File: src/rtl/channel_pack_6.sv
// ============================================================================
// channel_pack_6
// ----------------------------------------------------------------------------
// Serial-to-parallel packer for six per-channel convolution results.
//
// The convolution engine hands over one channel result per transfer, in
// channel order 0..5. This block gathers six of them and presents them as one
// packed bus to the six-input channel adder tree (add_channel_6).
//
// There are two buffers:
//   - a collect buffer (six slots plus a channel counter), filled word by word
//   - an output register (conv / out_valid), which holds one complete group
//     for the downstream consumer
// Because of this split, a new group can be collected while the previous
// group is still waiting to be taken downstream.
//
// Optional feature macro: CHAN_LAST_CHECK_EN
//   When it is defined, in_last is checked against the channel counter and
//   framing problems set the sticky err flag. When it is undefined, in_last
//   is ignored and err is tied to 0.
//
// Parameters
//   BIT_WIDTH  width of one two's-complement channel result (default 8)
//
// Ports
//   clk        rising-edge clock
//   rst        asynchronous active-high reset
//   in_valid   upstream word is valid
//   in_ready   block accepts a word when in_valid && in_ready
//   in_data    channel result, channels arrive in order 0..5
//   in_last    marks channel 5 of a group (checked only with the macro)
//   out_valid  conv holds a complete group
//   out_ready  downstream takes the group when out_valid && out_ready
//   conv       packed group, channel k at conv[(k+1)*BIT_WIDTH-1 : k*BIT_WIDTH]
//   err        sticky framing error flag
// ============================================================================
module channel_pack_6 #(
    parameter int BIT_WIDTH = 8
) (
    input  logic                   clk,
    input  logic                   rst,
    input  logic                   in_valid,
    output logic                   in_ready,
    input  logic [BIT_WIDTH-1:0]   in_data,
    input  logic                   in_last,
    output logic                   out_valid,
    input  logic                   out_ready,
    output logic [6*BIT_WIDTH-1:0] conv,
    output logic                   err
);

    localparam int NUM_CHAN = 6;

    // FILL: the collect buffer is taking words.
    // HOLD: a complete group sits in the collect buffer and waits for the
    //       output register to become free.
    typedef enum logic {
        FILL = 1'b0,
        HOLD = 1'b1
    } state_t;

    state_t                   state_q, state_d;
    logic [2:0]               cnt_q, cnt_d;
    logic [BIT_WIDTH-1:0]     slot_q [NUM_CHAN];
    logic [BIT_WIDTH-1:0]     slot_d [NUM_CHAN];
    logic [6*BIT_WIDTH-1:0]   conv_q, conv_d;
    logic                     outValid_q, outValid_d;
    logic                     inReady_q, inReady_d;
    logic                     err_q, err_d;

    logic                     accept;
    logic                     outFire;
    logic                     sixthWord;
    logic                     frameBreak;
    logic                     missingLast;

    // Handshake decodes shared by the next-state logic. in_ready comes from a
    // register, so accept never depends combinationally on out_ready.
    assign accept    = in_valid && inReady_q;
    assign outFire   = outValid_q && out_ready;
    assign sixthWord = (cnt_q == 3'd5);

`ifdef CHAN_LAST_CHECK_EN
    // An early in_last breaks the frame: the partial group is thrown away.
    // A missing in_last on channel 5 is only flagged, and the group is still
    // emitted because its six words are all present.
    assign frameBreak  = accept && in_last && !sixthWord;
    assign missingLast = accept && !in_last && sixthWord;
`else
    // Without the framing check, in_last has no effect. The tap below only
    // marks the input as intentionally unused.
    logic unusedLast;
    assign unusedLast  = in_last;
    assign frameBreak  = 1'b0;
    assign missingLast = 1'b0;
`endif

    // Next-state logic for the packer.
    // In FILL, each accepted word goes into slot cnt. The sixth word either
    // goes straight into the output register together with slots 0..4 (when
    // the output is free this cycle), or it parks in slot 5 and the FSM moves
    // to HOLD. In HOLD, the parked group moves to the output register as soon
    // as the current one drains. Because the free test includes out_ready, a
    // drain and a sixth-word accept on the same edge give back-to-back groups
    // with no bubble. in_ready for the next cycle is just the decode of the
    // next state.
    always_comb begin
        state_d     = state_q;
        cnt_d       = cnt_q;
        slot_d      = slot_q;
        conv_d      = conv_q;
        outValid_d  = outValid_q;
        err_d       = err_q;

        if (outFire) begin
            outValid_d = 1'b0;
        end

        case (state_q)
            FILL: begin
                if (accept) begin
                    if (frameBreak) begin
                        cnt_d = 3'd0;
                    end else if (sixthWord) begin
                        cnt_d = 3'd0;
                        if (!outValid_q || out_ready) begin
                            for (int k = 0; k < NUM_CHAN - 1; k++) begin
                                conv_d[k*BIT_WIDTH +: BIT_WIDTH] = slot_q[k];
                            end
                            conv_d[(NUM_CHAN-1)*BIT_WIDTH +: BIT_WIDTH] = in_data;
                            outValid_d = 1'b1;
                        end else begin
                            slot_d[NUM_CHAN-1] = in_data;
                            state_d            = HOLD;
                        end
                    end else begin
                        slot_d[cnt_q] = in_data;
                        cnt_d         = cnt_q + 3'd1;
                    end
                end
            end

            HOLD: begin
                if (outFire) begin
                    for (int k = 0; k < NUM_CHAN; k++) begin
                        conv_d[k*BIT_WIDTH +: BIT_WIDTH] = slot_q[k];
                    end
                    outValid_d = 1'b1;
                    state_d    = FILL;
                end
            end

            default: begin
                state_d = FILL;
                cnt_d   = 3'd0;
            end
        endcase

        if (frameBreak || missingLast) begin
            err_d = 1'b1;
        end

        inReady_d = (state_d == FILL);
    end

    // State and data registers.
    // Reset throws away any partial group and any held output. in_ready is
    // held low during reset and rises on the first edge after release.
    always_ff @(posedge clk or posedge rst) begin
        if (rst) begin
            state_q    <= FILL;
            cnt_q      <= 3'd0;
            for (int k = 0; k < NUM_CHAN; k++) begin
                slot_q[k] <= '0;
            end
            conv_q     <= '0;
            outValid_q <= 1'b0;
            inReady_q  <= 1'b0;
            err_q      <= 1'b0;
        end else begin
            state_q    <= state_d;
            cnt_q      <= cnt_d;
            slot_q     <= slot_d;
            conv_q     <= conv_d;
            outValid_q <= outValid_d;
            inReady_q  <= inReady_d;
            err_q      <= err_d;
        end
    end

    assign in_ready  = inReady_q;
    assign out_valid = outValid_q;
    assign conv      = conv_q;

`ifdef CHAN_LAST_CHECK_EN
    assign err = err_q;
`else
    // With the check disabled, err is a constant 0. err_q still exists (it
    // never sets), and this tap marks it as intentionally unused.
    logic unusedErr;
    assign unusedErr = err_q;
    assign err       = 1'b0;
`endif

endmodule

File: config.mk
export PLATFORM = sky130hd
export DESIGN_NAME = channel_pack_6
export DESIGN_NICKNAME = d
export VERILOG_FILES = /design/src/rtl/channel_pack_6.sv
export SDC_FILE = /design/constraint.sdc
export NUM_CORES = 1
export LEC_CHECK = 0
export CAP_MARGIN = 20
export CORE_ASPECT_RATIO = 0.6
export CORE_MARGIN = 10
export CORE_UTILIZATION = 60
export CTS_CLUSTER_SIZE = 20
export DETAILED_ROUTE_END_ITERATION = 12
export DONT_BUFFER_PORTS = 1
export PLACE_DENSITY = 0.76
export SLEW_MARGIN = 0
export SYNTH_ARGS = -nofsm -noshare
export SYNTH_HDL_FRONTEND = slang
export SYNTH_SLANG_ARGS = --single-unit
File: constraint.sdc
create_clock -name clk -period 9.1 [get_ports clk]
set_clock_uncertainty 0.05 [all_clocks]
set_input_delay 0.91 -clock clk [delete_from_list [all_inputs] [get_ports clk]]
set_output_delay 0.91 -clock clk [all_outputs]
set_load 0.01 [all_outputs]
==> results.yml <==
power:
  power_density_mw_per_mm2: 343
  power.total_mw: 1.46
  p_leak_nw: 1.95
  vdd_ir_drop_max_mv: 0.167
setup_path:
  required_ns: 9.30
  cp.arrival_ns: 2.56
  cp-end-kind: "flop"
  path_class: "reg2reg"
  slowest_stage: "dfrtp_1"
  crit_fanout: 26
  slowest_delay_ns: 0.61
  crit_chain: "nand4b_1 > o41ai_4 > buf_4 > mux2_1"
  start_kind: "flop"
place:
  place_hpwl_mm: 5.18
  dpl_cell_area_mm2: 0.00407
  place_ws_ns: 6.63
  portBuffers: 0
  gp_congestion: 0.745
yosys:
  synth.most_common_cell: "dfrtp_1"
  synthTopCellsByCount: "dfrtp_1 (102), mux2_2 (74), mux2_1 (30)"
  synth_edf_count: 0
  syn_avg_cell_area_um2: 16.2
  synth_area_leader_cell: "dfrtp_1"
  seq_area_frac_synth: 0.639
  syn_area_mm2: 0.00399
  synth_cells: 246
  ys_top_cells_by_area: "dfrtp_1 (64%), mux2_2 (21%), mux2_1 (8.5%)"
  mappedNetlistNets: 259
  synth_top_family_by_area: "multiplexers"
  synth_xor_area_frac: 0.00219
  synth_simple_gate_area_share: 0.0301
  synthMuxAreaShare: 0.293
  synth_flop_cell: "dfrtp_1"
  yosys.cell_types.count: 26
  synthAdderAreaFrac: 0
  synth_compound_area_frac: 0.0132
  ys_warn_count: 0
  synthArstFlopShare: 1.00
  synth_top_area_share: 0.639
  synth-seq-cells: 102
grt:
  track_usage: 0.154
  gr-usage-met2: 0.230
  grt_antenna_before_repair: 0
  grt_pass1_vias: 2125
  grt_pass1_wl_mm: 12.6
  met3_usage: 0.0857
  use_met1: 0.189
  grt.busiest_layer: "met2"
  grt_max_degree: 56
  gr-total-overflow: 0
drt:
  via_count: 1960
  postRouteAntennaNets: 0
  drc: 0
  dr.pass1.iters: 4
  viasPerCell: 5.80
  dr.first_iter.drc_count: 162
  routedWlPerCell_um: 22.0
  wl_mm: 7.43
timing:
  setup_violations: 0
  slew_headroom: 0.507
  tns_ns: 0
  post-route-min-period_ns: 2.36
  fin_ws_ns: 6.74
  drv_slew: 0
  fmax_ghz: 0.423
  period_share: 0.259
  worstMarginPinSlew_ns: 0.736
  rsz0062_at_grt: "no"
  final-hold-violation-count: 0
clock_tree:
  clock_latency_ns: 0.37
  cts_root_buf: "clkbuf_8"
  htreeDepth: 3
  clk_path_buf_depth: 2
  cts_buffers: 9
  clk_pin_slew_worst_paths_ns: 0.09
  cts_hold_buf: 0
  cts_tree: "done"
  post_cts_buffers: 0
  cts_resized: 0
  clock_sinks: 102
die:
  die_area_mm2: 0.0104
  start_util: 0.636
  die_x_um: 125
  io_pins: 64
  core_region_area_mm2: 0.00628
  die_h_um: 83.2
  rows: 22
final_layout:
  drive_above_1_share: 0.378
  diodes: 0
  syn_to_final_growth_pct: 7.08
  layout.nets: 262
  stdcell_area_mm2: 0.00427
run:
  drv_cap: 0
worst_hold_path:
  hold_class: "in2async"
run_status:
  status: "finished clean"
[final timing paths]
kind | startpoint | slack, ns | cells after the start | end
max reg2reg | state_q | 6.74 | 4 | conv[44]
max | state_q | 6.74 | 4 | conv[44]
min | rst | 0.41 | 1 | slot_q[34]
min reg2reg | slot_q[41] | 0.44 | 1 | conv[1]
max in group asynchronous | rst | 7.50 | 2 | conv[28]
min in group clk | slot_q[41] | 0.44 | 1 | conv[1]
[logic make-up (layout without fill, tap and decap cells)]
| logic type | Yosys count | in the layout |
|---|---|---|
| AO/OA/AOI/OAI | 7 | 7 |
| XOR/XNOR | 1 | 1 |
| buffers and inverters | 15 | 23 |
| flip-flops | 102 | 102 |
| multiplexers | 104 | 104 |
| other | 1 | 1 |
| AND/OR/NAND/NOR | 16 | 16 |
[per-stage QoR]
stage,std cells,hold slack (ns),utilization
after floorplan,246,0.409,-
after global placement,322,0.413,0.648
after detailed placement,322,0.424,0.648
after CTS,338,0.432,0.681
after global routing,338,0.428,0.681
final,338,0.414,0.681
[final cells by class]
type	count	area (um2)
Multi-Input combinational cell	129	1370
Fill cell	437	2000
Timing Repair Buffer	3	22.5
Clock buffer	11	151
Clock inverter	5	57.6
Inverter	4	17.5
Tap cell	84	105
Sequential cell	102	2550
[routing by layer]
metal	vias to the layer above	wire length (um)
li1	876	-
met1	1025	3200
met4	0	91
met3	10	710
met2	49	3420
met5	-	0
[sequential cells by signal, summed over array words and instances (netlist names)]
register   count
conv          48
slot_q        48
cnt_q          3
in_ready       1
out_valid      1
state_q        1
[report_power, final]
part	switching (mW)	internal, mW	leakage [nW]
Sequential	0.193	0.663	1.26
Clock	0.149	0.141	0.0976
Combinational	0.118	0.200	0.585
[layout by cell type, fill, tap and decap left out]
cell,synthesis,layout
nor2_1,2,2
o41ai_4,0,1
clkinvlp_4,0,3
conb_1,1,1
a31oi_1,1,1
mux2_2,74,74
nand2_1,4,4
mux2_1,30,30
bufinv_16,0,1
clkbuf_8,0,11
and4b_1,1,1
nor2b_1,1,1
buf_4,2,3
nand4bb_1,1,1
or4_1,1,1
or4b_1,1,1
nand3_1,1,1
nor4b_4,1,1
dfrtp_1,102,102
a21o_1,2,2
xor2_1,1,1
nand4b_1,2,2
inv_1,4,3
o21ai_0,2,2
inv_4,0,1
clkinv_2,0,1
nand2b_1,1,1
a21oi_1,1,1
[critical path, delay by kind of cell (launching register included)]
kind | cells | cell delay (ns)
AND/OR/NAND/NOR | 1 | 0.42
buffers and inverters | 1 | 0.40
multiplexers | 1 | 0.37
flip-flops | 1 | 0.61
AO/OA/AOI/OAI | 1 | 0.38
(Power assumes the default switching activity.)
